===== config.mk =====
export PLATFORM = sky130hd
export DESIGN_NAME = uart_rx_deserializer_flat
export DESIGN_NICKNAME = d
export VERILOG_FILES = /design/src/rtl/uart_rx_deserializer_if.sv /design/src/rtl/uart_rx_deserializer.sv /design/src/flat_wrapper.sv
export SDC_FILE = /design/constraint.sdc
export NUM_CORES = 1
export LEC_CHECK = 0
export CORE_MARGIN = 3
export CORE_UTILIZATION = 40
export DETAILED_ROUTE_END_ITERATION = 6
export HOLD_SLACK_MARGIN = 0.15
export PLACE_DENSITY = 0.6
export SLEW_MARGIN = 40
export SYNTH_ARGS = -nofsm -noshare
export SYNTH_HDL_FRONTEND = slang
export SYNTH_SLANG_ARGS = --single-unit

===== constraint.sdc =====
create_clock -name clk -period 4.5 [get_ports clk]
set_clock_uncertainty 0.2 [all_clocks]
set_input_delay 0.9 -clock clk [delete_from_list [all_inputs] [get_ports clk]]
set_output_delay 0.9 -clock clk [all_outputs]
set_load 0.005 [all_outputs]

===== src/rtl/uart_rx_deserializer_if.sv =====
// Bundles the UART RX line, frame configuration and received-byte outputs.
// The deserializer uses the slave side; the line driver / consumer uses master.
interface uart_rx_deserializer_if #(
  parameter int DATA_WIDTH     = 8,
  parameter int PRESCALE_WIDTH = 6
);
  logic                      RX_IN;
  logic                      PAR_EN;
  logic                      PAR_TYP;
  logic [PRESCALE_WIDTH-1:0] Prescale;
  logic [DATA_WIDTH-1:0]     P_DATA;
  logic                      data_valid;
  logic                      par_err;
  logic                      stp_err;

  modport master (
    output RX_IN, PAR_EN, PAR_TYP, Prescale,
    input  P_DATA, data_valid, par_err, stp_err
  );

  modport slave (
    input  RX_IN, PAR_EN, PAR_TYP, Prescale,
    output P_DATA, data_valid, par_err, stp_err
  );
endinterface


===== src/rtl/uart_rx_deserializer.sv =====
// UART receive deserializer: oversampled start detection, 3-point majority
// vote per bit, LSB-first data, optional parity, stop check, one-cycle pulses.
module uart_rx_deserializer #(
  parameter int DATA_WIDTH     = 8,
  parameter int PRESCALE_WIDTH = 6
) (
  input logic                   clk,
  input logic                   rst,
  uart_rx_deserializer_if.slave rx_if
);

  localparam int BCW = (DATA_WIDTH > 1) ? $clog2(DATA_WIDTH) : 1;

  typedef enum logic [2:0] {
    IDLE   = 3'd0,
    START  = 3'd1,
    DATA   = 3'd2,
    PARITY = 3'd3,
    STOP   = 3'd4
  } state_t;

  state_t                    state_q,    state_d;
  logic [PRESCALE_WIDTH-1:0] edge_cnt_q, edge_cnt_d;
  logic [BCW-1:0]            bit_cnt_q,  bit_cnt_d;
  logic [DATA_WIDTH-1:0]     shift_q,    shift_d;
  logic [2:0]                samp_q,     samp_d;
  logic                      par_en_q,   par_en_d;
  logic                      par_typ_q,  par_typ_d;
  logic                      perr_q,     perr_d;
  logic [DATA_WIDTH-1:0]     p_data_q,   p_data_d;
  logic                      dv_q,       dv_d;
  logic                      pe_q,       pe_d;
  logic                      se_q,       se_d;

  logic [PRESCALE_WIDTH-1:0] presc_m1;
  logic [PRESCALE_WIDTH-1:0] half;
  logic [PRESCALE_WIDTH-1:0] half_m1;
  logic [PRESCALE_WIDTH-1:0] half_p1;
  logic                      end_of_bit;
  logic                      bit_val;

  function automatic logic maj3(input logic [2:0] s);
    maj3 = (s[0] & s[1]) | (s[0] & s[2]) | (s[1] & s[2]);
  endfunction

  assign presc_m1   = rx_if.Prescale - PRESCALE_WIDTH'(1);
  assign half       = rx_if.Prescale >> 1;
  assign half_m1    = half - PRESCALE_WIDTH'(1);
  assign half_p1    = half + PRESCALE_WIDTH'(1);
  assign end_of_bit = (edge_cnt_q == presc_m1);
  // All three samples are settled long before the end-of-bit decision edge.
  assign bit_val    = maj3(samp_q);

  always_ff @(posedge clk or negedge rst) begin
    if (!rst) begin
      state_q    <= IDLE;
      edge_cnt_q <= '0;
      bit_cnt_q  <= '0;
      shift_q    <= '0;
      samp_q     <= '0;
      par_en_q   <= 1'b0;
      par_typ_q  <= 1'b0;
      perr_q     <= 1'b0;
      p_data_q   <= '0;
      dv_q       <= 1'b0;
      pe_q       <= 1'b0;
      se_q       <= 1'b0;
    end else begin
      state_q    <= state_d;
      edge_cnt_q <= edge_cnt_d;
      bit_cnt_q  <= bit_cnt_d;
      shift_q    <= shift_d;
      samp_q     <= samp_d;
      par_en_q   <= par_en_d;
      par_typ_q  <= par_typ_d;
      perr_q     <= perr_d;
      p_data_q   <= p_data_d;
      dv_q       <= dv_d;
      pe_q       <= pe_d;
      se_q       <= se_d;
    end
  end

  always_comb begin
    state_d    = state_q;
    edge_cnt_d = edge_cnt_q;
    bit_cnt_d  = bit_cnt_q;
    shift_d    = shift_q;
    samp_d     = samp_q;
    par_en_d   = par_en_q;
    par_typ_d  = par_typ_q;
    perr_d     = perr_q;
    p_data_d   = p_data_q;
    dv_d       = 1'b0;
    pe_d       = 1'b0;
    se_d       = 1'b0;

    if (state_q != IDLE) begin
      edge_cnt_d = end_of_bit ? '0 : edge_cnt_q + PRESCALE_WIDTH'(1);
      if (edge_cnt_q == half_m1) samp_d[0] = rx_if.RX_IN;
      if (edge_cnt_q == half)    samp_d[1] = rx_if.RX_IN;
      if (edge_cnt_q == half_p1) samp_d[2] = rx_if.RX_IN;
    end

    case (state_q)
      IDLE: begin
        // The detection cycle itself is edge 0 of the start bit.
        if (!rx_if.RX_IN) begin
          state_d    = START;
          edge_cnt_d = PRESCALE_WIDTH'(1);
          bit_cnt_d  = '0;
          par_en_d   = rx_if.PAR_EN;
          par_typ_d  = rx_if.PAR_TYP;
          perr_d     = 1'b0;
        end
      end
      START: begin
        if (end_of_bit) state_d = bit_val ? IDLE : DATA;
      end
      DATA: begin
        if (end_of_bit) begin
          shift_d = {bit_val, shift_q[DATA_WIDTH-1:1]};
          if (bit_cnt_q == BCW'(DATA_WIDTH - 1)) begin
            bit_cnt_d = '0;
            state_d   = par_en_q ? PARITY : STOP;
          end else begin
            bit_cnt_d = bit_cnt_q + BCW'(1);
          end
        end
      end
      PARITY: begin
        if (end_of_bit) begin
          if (bit_val != ((^shift_q) ^ par_typ_q)) perr_d = 1'b1;
          state_d = STOP;
        end
      end
      STOP: begin
        if (end_of_bit) begin
          se_d = ~bit_val;
          pe_d = perr_q;
          if (bit_val && !perr_q) begin
            p_data_d = shift_q;
            dv_d     = 1'b1;
          end
          state_d = IDLE;
        end
      end
      default: state_d = IDLE;
    endcase
  end

  assign rx_if.P_DATA     = p_data_q;
  assign rx_if.data_valid = dv_q;
  assign rx_if.par_err    = pe_q;
  assign rx_if.stp_err    = se_q;

endmodule


===== src/flat_wrapper.sv =====
// flat-port wrapper written by rule: the top's interface ports become plain ports
module uart_rx_deserializer_flat 
#(
  parameter int DATA_WIDTH     = 8,
  parameter int PRESCALE_WIDTH = 6
)
  (clk, rst, rx_if_RX_IN, rx_if_PAR_EN, rx_if_PAR_TYP, rx_if_Prescale, rx_if_P_DATA, rx_if_data_valid, rx_if_par_err, rx_if_stp_err);
  uart_rx_deserializer_if #(.DATA_WIDTH(DATA_WIDTH), .PRESCALE_WIDTH(PRESCALE_WIDTH)) rx_if_i ();
  input logic clk;
  input logic rst;
  input wire logic [$bits(rx_if_i.RX_IN)-1:0] rx_if_RX_IN;
  input wire logic [$bits(rx_if_i.PAR_EN)-1:0] rx_if_PAR_EN;
  input wire logic [$bits(rx_if_i.PAR_TYP)-1:0] rx_if_PAR_TYP;
  input wire logic [$bits(rx_if_i.Prescale)-1:0] rx_if_Prescale;
  output wire logic [$bits(rx_if_i.P_DATA)-1:0] rx_if_P_DATA;
  output wire logic [$bits(rx_if_i.data_valid)-1:0] rx_if_data_valid;
  output wire logic [$bits(rx_if_i.par_err)-1:0] rx_if_par_err;
  output wire logic [$bits(rx_if_i.stp_err)-1:0] rx_if_stp_err;
  assign rx_if_i.RX_IN = rx_if_RX_IN;
  assign rx_if_i.PAR_EN = rx_if_PAR_EN;
  assign rx_if_i.PAR_TYP = rx_if_PAR_TYP;
  assign rx_if_i.Prescale = rx_if_Prescale;
  assign rx_if_P_DATA = rx_if_i.P_DATA;
  assign rx_if_data_valid = rx_if_i.data_valid;
  assign rx_if_par_err = rx_if_i.par_err;
  assign rx_if_stp_err = rx_if_i.stp_err;
  uart_rx_deserializer #(.DATA_WIDTH(DATA_WIDTH), .PRESCALE_WIDTH(PRESCALE_WIDTH)) u_core (.clk(clk), .rst(rst), .rx_if(rx_if_i));
endmodule

* Word-level counts from Yosys, hierarchy flattened
Cells that the tools add are included.
W data, S select, Z words.
** Word-level totals
- Register bits after elaboration :: 37
** Operators by class
- Add/sub/neg operators :: 5
- Eq/ne operators :: 17
- Multiplexer cells :: 28
- Bitwise logic cells :: 8
- Reductions and logical operators :: 16
** Operators by type and width (count)
- $mux W3 :: 10
- $mux W6 :: 4
- $eq A6 B6 Y1 :: 3
- $pmux W3 S5 :: 1
- $ne A2 B1 Y1 const B :: 6
- $mux W1 :: 10
- $reduce_and A2 Y1 :: 5
- $reduce_xor A8 Y1 :: 1
- $add A5 B1 Y6 const B :: 1
- $add A6 B1 Y6 const B :: 1
- $eq A3 B2 Y1 const B :: 2
- $eq A3 B3 Y1 const B :: 2
- $eq A6 B5 Y1 :: 1
- $pmux W3 S2 :: 1
- $reduce_and A3 Y1 :: 2
- $reduce_and A6 Y1 :: 1
- $sub A5 B1 Y6 const B :: 1
- $sub A6 B1 Y6 const B :: 1
- $reduce_and A4 Y1 :: 1
- $reduce_bool A2 Y1 :: 2
- $add A3 B1 Y3 const B :: 1
- $and A1 B1 Y1 :: 3
- $eq A3 B1 Y1 const B :: 1
- $logic_not A3 Y1 :: 1
- 10 further kinds :: 12

* Logic depth before layout (Yosys ltp)
Gate-level depths: netlist of run 1.
- Depth after elaboration :: 7
- Mapped depth :: 8
- Depth with buffers taken out :: 7

* Worst setup path before layout of run 1
No wires, ideal clock.
- Path type :: input to register
- Start :: input rx_if_Prescale[1]
- End :: register u_core.shift_q[0]
- Data arrival time :: 2.630 ns
- Setup slack :: 1.545 ns
- Stages :: 8
- Cell sequence :: inv_1 > ha_1 > nor3b_2 > a21oi_1 > o221ai_4 > nor4_4 > buf_4 > mux2_2
** On the way
- Word-level cells in the longest chain between the ends :: 3
** Ends and longest elaborated chain
- from (decl) :: line flat_wrapper.sv:14 : input wire logic [$bits(rx_if_i.Prescale)-1:0] rx_if_Prescale;
- $sub A6 B1 Y6 :: line uart_rx_deserializer.sv:46 : assign presc_m1 = rx_if.Prescale - PRESCALE_WIDTH'(1);
- $eq A6 B6 Y1 :: line uart_rx_deserializer.sv:50 : assign end_of_bit = (edge_cnt_q == presc_m1);
- $reduce_and A2 Y1 (no source line)
- to (signal assigned) :: line uart_rx_deserializer.sv:72 : shift_q <= shift_d;
- to (decl) :: line uart_rx_deserializer.sv:25 : logic [DATA_WIDTH-1:0] shift_q, shift_d;
No other way between the ends.
A chain may end at the register's enable or synchronous reset.

* Worst setup path after layout of run 1
- Start :: input rx_if_Prescale[1]
- End :: register u_core.shift_q[6]
Same word-level chain as after synthesis.

==> reports/metrics.cfg, run 1 <==
[outcome]
status = completed

[clock_network]
numCtsBuffers = 5
hold_buffers = 0
cts_setup_buffers = 0
htreeDepth = 2
path_clk_slew_ns = 0.07
root_buffer = clkbuf_8
cts_max_path_buffers = 2
cts.sinks = 37
post_cts_resized = 0
cts_tree = yes
insertion_delay_ns = 0.29

[global_routing]
grt_use_total_pct = 14.7
gr-total-overflow = 0
grt_max_degree = 23
antenna_found_initial = 0
grt_pass1_wl_um = 7490
grt_pass1_vias = 1551

[yosys]
synth-edff-count = 0
synth.largest_area_cell = dfrtp_1
ys_seq_area_share_pct = 40.7
synthArstFlopShare_pct = 100
synthesis.nets = 237
postSynthCellCount = 219
yosysTopAreaCellShare_pct = 40.7
synthTopCellsByArea = dfrtp_1 (41%), mux2_2 (9.4%), xnor2_1 (6.5%)
syn_area_per_cell_um2 = 10.4
yosysWarnings = 0
ys_types = 48
ys_ff_latch = 37
netlist_area_um2 = 2280
ys.flop_type = dfrtp_1

[finish]
design_area_um2 = 2660
area_growth_pct = 16.9
layout_commonest_cell = dfrtp_1
diodes = 0
multi_input_area_um2 = 1260
final_cell_count_no_fill = 309
nets = 256
drive_gt1_share_pct = 15.5
layout_common_cells = dfrtp_1 (37), nand2_1 (25), clkdlybuf4s50_1 (20)
seqCellArea_um2 = 926
fillers = 464

[placed_design]
placed_area_um2 = 2540
dp_cells = 301
gp_congestion = 0.847
post-place-ws_ns = 0.734
port_buffers = 21
hpwl_um = 3270

[timing]
slew_violations = 0
hold_slack_ns = 0.261
worst_pin_slew_ns = 0.725
rsz0062_at_grt = false
finalWorstSetupSlack_ns = 1.04
hold_violations = 0
fmax_mhz = 289
setup_viol = 0
setup_tns_ns = 0
relSlewSlack_pct = 51.3
period_share_pct = 76.9
min_period_ns = 3.46

[die]
die_area_um2 = 6630
initial_utilization_pct = 42.9
boundaryPins = 22
fp.dieH_um = 81.5
die-width_um = 81.5
core_region_area_um2 = 5300
placementRows = 26

[setup_path]
start_kind = input pin
arrival_ns = 3.43
crit_type = input pin to flop
required_ns = 4.47
endpoint_kind = flop
worstRegToRegCells = 5
critical_path_peak_fanout = 11

[route]
ant_nets = 0
first_iter_violations = 104
viasPerCell = 5.31
num_vias = 1642
wl_per_cell_um = 14.3
drc = 0
routed_wl_um = 4430
firstDrtPassIters = 4

[power_and_ir_drop]
vdd_ir_drop_max_uv = 279
power_density_nw_per_um2 = 471
p_leak_uw = 0.00113

[hold_path]
min_path_type = flop to flop
whs_path_depth = 1

[job]
cap_violations = 0

==> where the power goes <==
part | switching, uW | internal, uW | leakage [uW]
registers | 116 | 400 | 0.000491
logic | 223 | 218 | 0.000587
clock network | 118 | 180 | 0.0000574
==> cell families after synthesis <==
logic type	Yosys count	synth area share [%]
buf+inv	18	3.90
fa+ha+maj	8	4.29
compound gates	30	10.5
simple gates	77	18.8
xor+xnor	25	10.2
mux	24	11.6
flops	37	40.7
==> metrics by stage <==
stage | utilization [%] | total power (uW)
floorplan | - | 870
global placement | 47.4 | 954
detailed placement | 47.9 | 962
CTS | 50.2 | 1270
global route | 50.2 | 1350
finish | 50.2 | 1250
==> layout make-up <==
cell class / instances / area share (%)
Clock inverter: 2 / 1.41
Timing Repair Buffer: 23 / 9.02
Inverter: 7 / 0.987
Clock buffer: 6 / 3.10
Sequential cell: 37 / 34.8
Multi-Input combinational cell: 164 / 47.4
Tap cell: 70 / 3.29
==> synthesized netlist by cell type (3+ instances only) <==
| master | instances |
|---|---|
| dfrtp_1 | 37 |
| nand2_1 | 25 |
| mux2_2 | 19 |
| xnor2_1 | 17 |
| nor3_1 | 8 |
| ha_1 | 7 |
| inv_1 | 7 |
| nand2b_1 | 7 |
| nand3_1 | 7 |
| o21ai_0 | 7 |
| xor2_1 | 7 |
| nor2_1 | 6 |
| o211ai_1 | 5 |
| buf_2 | 4 |
| buf_4 | 4 |
| mux2i_1 | 4 |
| and2_1 | 3 |
| and3_1 | 3 |
| nor2b_1 | 3 |
| or3_1 | 3 |
==> metal layers <==
layer  vias to the layer above  GRT usage [%]  routed length [um]
met5                         -              0                   0
met3                         5           2.96                 163
met1                       790           22.3                2290
met4                         0           5.07                  50
li1                        818              -                   -
met2                        29           20.6                1920
==> worst paths after layout <==
| kind | from | endpoint | slack, ns |
|---|---|---|---|
| max | rx_if_Prescale[1] | u_core.shift_q[6] | 1.04 |
| min | u_core.perr_q | u_core.rx_if.data_valid | 0.26 |
| max reg2reg | u_core.edge_cnt_q[2] | u_core.edge_cnt_q[2] | 2.05 |
| min reg2reg | u_core.perr_q | u_core.rx_if.data_valid | 0.26 |
| max in group asynchronous | rst | u_core.bit_cnt_q[0] | 3.25 |
| min in group asynchronous | rst | u_core.rx_if.P_DATA[6] | 0.38 |
==> sequential cells by signal, summed over array words and instances, names as in the netlist <==
signal	cells
u_core.samp_q	3
u_core.shift_q	8
u_core.bit_cnt_q	3
u_core.state_q	3
u_core.par_en_q	1
u_core.edge_cnt_q	6
u_core.perr_q	1
u_core.par_typ_q	1
u_core.rx_if.data_valid	1
u_core.rx_if.P_DATA	8
u_core.rx_if.par_err	1
u_core.rx_if.stp_err	1
==> critical path, stage by stage <==
cell and delay [ns]:
clkdlybuf4s50_1 0.59, inv_1 0.12, ha_1 0.27, nor3b_2 0.19, a21oi_1 0.26, o221ai_4 0.23
nor4_4 0.28, buf_4 0.24, mux2_2 0.35
(Power assumes the default switching activity.)
==> run 2: changes to the inputs <==
- clock period: 4.5 -> 3.5 ns (I/O delays scaled with it)
==> run 2 against run 1 <==
  * Sequential share of layout area is 0.80 points lower
  * Die area unchanged
  * Highest routed layer unchanged
  * Via count grew 0.79%
  * Critical endpoint is now u_core.shift_q[3]
  * Sequential power is 29% higher
  * Clock power increased by 28%
  * Non-clock buffer count grew 9
  * Critical path type unchanged
  * Combinational power grew 32%
==> reports/metrics.cfg, run 2 (synthesized netlist as in run 1, its figures left out) <==
[die]
fp.dieH_um = 81.5  ; unchanged
core_region_area_um2 = 5300  ; unchanged
initial_utilization_pct = 42.9  ; unchanged
die_area_um2 = 6630  ; unchanged
placementRows = 26  ; unchanged
die-width_um = 81.5  ; unchanged
boundaryPins = 22  ; unchanged

[finish]
layout_common_cells = dfrtp_1 (37), nand2_1 (25), clkdlybuf4s50_1 (20)
layout_commonest_cell = dfrtp_1
diodes = 0  ; unchanged
drive_gt1_share_pct = 18.1  ; +2.7 points
design_area_um2 = 2730  ; +2.3%
final_util_pct = 51.4  ; +1.2 points
area_growth_pct = 19.7
nets = 265  ; +3.5%
fillers = 500  ; +7.8%

[route]
ant_nets = 0  ; unchanged
wl_per_cell_um = 13.8  ; -3.8%
viasPerCell = 5.20  ; -2.1%
drc = 0  ; unchanged
firstDrtPassIters = 4  ; unchanged
first_iter_violations = 93  ; -11%
num_vias = 1655  ; +0.79%
routed_wl_um = 4380  ; -0.97%

[placed_design]
port_buffers = 21  ; unchanged
gp_congestion = 0.767  ; -9.5%
placed_area_um2 = 2590  ; +2.1%
hpwl_um = 3290  ; +0.74%

[clock_network]
cts.sinks = 37  ; unchanged
htreeDepth = 2  ; unchanged
path_clk_slew_ns = 0.08  ; about the same
cts_max_path_buffers = 2  ; unchanged
root_buffer = clkbuf_8
cts_tree = yes
post_cts_resized = 0  ; unchanged
insertion_delay_ns = 0.29  ; about the same
numCtsBuffers = 5  ; unchanged

[power_and_ir_drop]
p_leak_uw = 0.00118  ; +3.6%
clkPwrFrac_pct = 23.4  ; -0.3 points
switching_share_pct = 35.8  ; -0.59 points
internal_power_uw = 1040  ; +31%
combinationalPowerShare_pct = 35.7  ; +0.5 points
pwr-share-seq_pct = 40.9  ; -0.2 points
power_density_nw_per_um2 = 597  ; +27%
vdd_ir_drop_max_uv = 304  ; +9.0%
total_power_uw = 1630  ; +30%
power.switching_uw = 581  ; +27%

[hold_path]
min_path_type = flop to flop

[global_routing]
grt_max_degree = 25  ; +8.7%
grt_use_total_pct = 15.3  ; +0.56 points
gr-total-overflow = 0  ; unchanged
grt_pass1_wl_um = 7890  ; +5.2%
antenna_found_initial = 0  ; unchanged
grt_pass1_vias = 1659  ; +7.0%

[timing]
min_period_ns = 3.00
period_share_pct = 85.8
setup_viol = 0  ; unchanged
relSlewSlack_pct = 58.5  ; +7.2 points
hold_violations = 0  ; unchanged
hold_slack_ns = 0.269  ; +0.00797 ns
rsz0062_at_grt = false
setup_tns_ns = 0  ; unchanged
fmax_mhz = 333
slew_violations = 0  ; unchanged
worst_pin_slew_ns = 0.617  ; -0.107 ns

[outcome]
status = completed

[setup_path]
critical_path_peak_fanout = 11  ; unchanged
start_kind = input pin
crit_type = input pin to flop
endpoint_kind = flop
arrival_ns = 2.98  ; -0.45 ns
required_ns = 3.48  ; -0.99 ns

[job]
cap_violations = 0  ; unchanged

## run 2: cell types whose count changed in the layout (fill, tap and decap cells not counted), sizes merged
cell and change:
buf +8, dlygate4sd3 +1
## run 2: stage by stage
step	cells	setup slack, ns
after floorplan	219	0.745
after global placement	308	0.217
after detailed placement	309	0.188
after CTS	318	0.496
after global routing	318	0.344
final	318	0.498
## run 2: worst max-delay path, stage by stage
cell and delay, ns:
clkdlybuf4s50_1 0.47, inv_1 0.07, ha_1 0.20, nor3b_2 0.17, a21oi_1 0.26, o221ai_4 0.23, nor4_4 0.28, buf_4 0.24
mux2_2 0.35
## run 2: cell type report
type	instances	area, um2	share of cell area (%)
Multi-Input combinational cell	164	1260	46.3
Clock inverter	2	37.5	1.38
Clock buffer	6	82.6	3.03
Sequential cell	37	926	34.0
Inverter	7	26.3	0.964
Timing Repair Buffer	32	303	11.1
Tap cell	70	87.6	3.21
## run 2: worst paths after layout
kind,cells after the start,to,slack (ns),startpoint
setup / recovery,9,u_core.shift_q[3],0.50,rx_if_Prescale[1]
hold / removal,1,u_core.rx_if.data_valid,0.27,u_core.perr_q
setup reg to reg,7,u_core.shift_q[3],1.09,u_core.edge_cnt_q[2]
hold reg to reg,1,u_core.rx_if.data_valid,0.27,u_core.perr_q
max in group asynchronous,3,u_core.bit_cnt_q[1],2.02,rst
min in group asynchronous,2,u_core.rx_if.P_DATA[7],0.64,rst
## run 2: routing by layer
layer	wire (um)	up-vias	GRT usage (%)
met3	149	5	3.29
li1	-	833	-
met1	2230	795	23.2
met5	0	-	0
met4	37	0	3.55
met2	1970	22	22.0
## run 2: what timing repair did
| action | CTS | global route |
|---|---|---|
| setup buffers | 0 | 0 |
| hold buffers | 1 | 0 |
| hold endpoints to repair | 13 | 0 |
## run 2: power by group through the flow
stage / combinational, uW / clock (uW) / sequential, uW
final: 580 / 381 / 665
after global routing: 660 / 412 / 683
after CTS: 588 / 391 / 665
after detailed placement: 585 / 0 / 673
after global placement: 576 / 0 / 675
after floorplan: 541 / 0 / 577
==> run 3: changes to the inputs <==
- clock period: 3.5 -> 2.9 ns (I/O delays scaled with it)
==> run 3 against run 2 <==
  * Total power is 29% higher
  * Design area rose by 7.0%
  * Routed wire length is 5.8% higher
  * Non-clock buffer count is 19 higher
  * Critical path depth increased by 1
  * Sequential share of layout area down 2.2 points
  * Via count is 3.4% higher
  * Hold slack better by 0.019 ns
  * Cell count up 6.0%
  * Largest cell class unchanged
==> reports/metrics.cfg, run 3 (synthesized netlist as in run 1, its figures left out) <==
[outcome]
status = completed

[route]
wl_met2_um = 2150  ; +9.5%
met1_length_um = 2300  ; +3.4%
highest_layer = met4
ant_nets = 0  ; unchanged
viasPerCell = 5.08  ; -2.4%
num_vias = 1712  ; +3.4%
drc = 0  ; unchanged
routed_wl_um = 4640  ; +5.8%
first_iter_violations = 84  ; -9.7%
wl_per_cell_um = 13.8  ; -0.13%
firstDrtPassIters = 4  ; unchanged
dr_wl_met3_um = 164  ; +10%

[setup_path]
timing.rr.start = u_core.edge_cnt_q[2]
arrival_ns = 2.73  ; -0.25 ns
crit_start = rx_if_Prescale[1]
timing.reg2reg.setup_slack_ns = 0.48  ; -0.61 ns
max_stage_delay_ns = 0.42  ; -0.05 ns
critPathBufInv = 4  ; +1
cp_slowest_cell = clkdlybuf4s50_1
crit_top_cell = buf_4
start_kind = input pin
required_ns = 2.87  ; -0.61 ns
endpoint = u_core.shift_q[1]
worstRegToRegCells = 7  ; unchanged
r2r_end = u_core.shift_q[1]
crit_type = input pin to flop
path_delay_family = buffers and inverters
cp.depth = 10  ; +1
critical_path_peak_fanout = 6  ; -5
cp_cell_sequence = clkdlybuf4s50_1, inv_1, ha_2, and3_1, o221ai_1, o41a_1, buf_4, nor4_4, buf_4, mux2_2
endpoint_kind = flop

[timing]
hold_violations = 0  ; unchanged
relSlewSlack_pct = 67.5  ; +8.9 points
min_period_ns = 2.76
worst_pin_slew_ns = 0.488  ; -0.129 ns
finalWorstSetupSlack_ns = 0.142  ; -0.356 ns
slew_violations = 0  ; unchanged
hold_slack_ns = 0.288  ; +0.0193 ns
setup_viol = 0  ; unchanged
fmax_mhz = 363
period_share_pct = 95.1

[placed_design]
post-place-ws_ns = -0.279  ; -0.467 ns
hpwl_um = 3460  ; +5.1%
dp_cells = 327  ; +5.8%
port_buffers = 21  ; unchanged
gp_congestion = 0.835  ; +9.0%

[power_and_ir_drop]
total_power_uw = 2090  ; +29%
power_density_nw_per_um2 = 718  ; +20%
p_leak_uw = 0.00128  ; +8.7%
vdd_ir_drop_max_uv = 389  ; +28%

[global_routing]
grt_pass1_vias = 1718  ; +3.6%
grt_pass1_wl_um = 8110  ; +2.9%
gr-total-overflow = 0  ; unchanged
grt_max_degree = 38  ; +52%
antenna_found_initial = 0  ; unchanged
grt_use_total_pct = 15.7  ; +0.42 points

[clock_network]
root_buffer = clkbuf_8
cts_max_path_buffers = 2  ; unchanged
cts_tree = yes
cts_setup_buffers = 0  ; unchanged
numCtsBuffers = 5  ; unchanged
cts.sinks = 37  ; unchanged
insertion_delay_ns = 0.28  ; about the same
path_clk_slew_ns = 0.07  ; about the same
htreeDepth = 2  ; unchanged

[job]
cap_violations = 0  ; unchanged

[die]
placementRows = 26  ; unchanged
die_area_um2 = 6630  ; unchanged
core_region_area_um2 = 5300  ; unchanged
fp.dieH_um = 81.5  ; unchanged
boundaryPins = 22  ; unchanged
initial_utilization_pct = 42.9  ; unchanged
die-width_um = 81.5  ; unchanged

[finish]
layout_commonest_cell = dfrtp_1
final_cell_count_no_fill = 337  ; +6.0%
fillers = 468  ; -6.4%
final_util_pct = 55.0  ; +3.6 points
layout_common_cells = dfrtp_1 (37), buf_4 (28), nand2_1 (24)
nets = 284  ; +7.2%
drive_gt1_share_pct = 27.0  ; +8.8 points
area_growth_pct = 28.0
diodes = 0  ; unchanged

[hold_path]
min_path_type = flop to flop

## run 3: cell count changes in the layout (fill, tap and decap cells not counted), sizes merged
cell / change
clkinvlp: -1
bufinv: +1
clkinv: +1
buf: +19
clkbuf: -1
## run 3: through the flow
| stage | area (um2) | TNS, ns |
|---|---|---|
| final | 2920 | 0 |
| after global routing | 2920 | -0.00820 |
| after floorplan | 2280 | 0 |
| after global placement | 2730 | -3.00 |
| after detailed placement | 2730 | -5.42 |
| after CTS | 2880 | 0 |
## run 3: area by class of cell
class | count | area (um2) | share of cell area, %
timing repair buffer | 51 | 452 | 15.5
sequential | 37 | 926 | 31.8
tap | 70 | 87.6 | 3.00
multi-input combinational | 164 | 1290 | 44.2
clock inverter | 3 | 65.1 | 2.23
inverter | 7 | 26.3 | 0.901
clock buffer | 5 | 68.8 | 2.36
## run 3: layer usage
metal | up-vias | track usage [%]
met5 | - | 0
met4 | 0 | 2.53
met3 | 2 | 3.51
met2 | 21 | 24.3
met1 | 820 | 22.7
li1 | 869 | -
## run 3: what timing repair did
item,CTS,global route
hold buffers,1,0
setup endpoints to repair,0,22
resized for setup,0,11
hold endpoints to repair,37,0
## run 3: worst min-delay path by stage
stage	start	end	slack [ns]	depth (start not counted)
floorplan	rst	u_core.bit_cnt_q[0]	0.08	0
global placement	u_core.perr_q	u_core.rx_if.data_valid	0.26	1
detailed placement	u_core.perr_q	u_core.rx_if.data_valid	0.27	1
CTS	u_core.perr_q	u_core.rx_if.data_valid	0.29	1
global route	u_core.perr_q	u_core.rx_if.data_valid	0.32	1
finish	u_core.perr_q	u_core.rx_if.data_valid	0.29	1
## run 3: power breakdown
group / switching, uW / internal (uW) / total (uW)
registers: 185 / 620 / 805
logic: 362 / 406 / 768
clock network: 180 / 342 / 521
total: 727 / 1370 / 2090
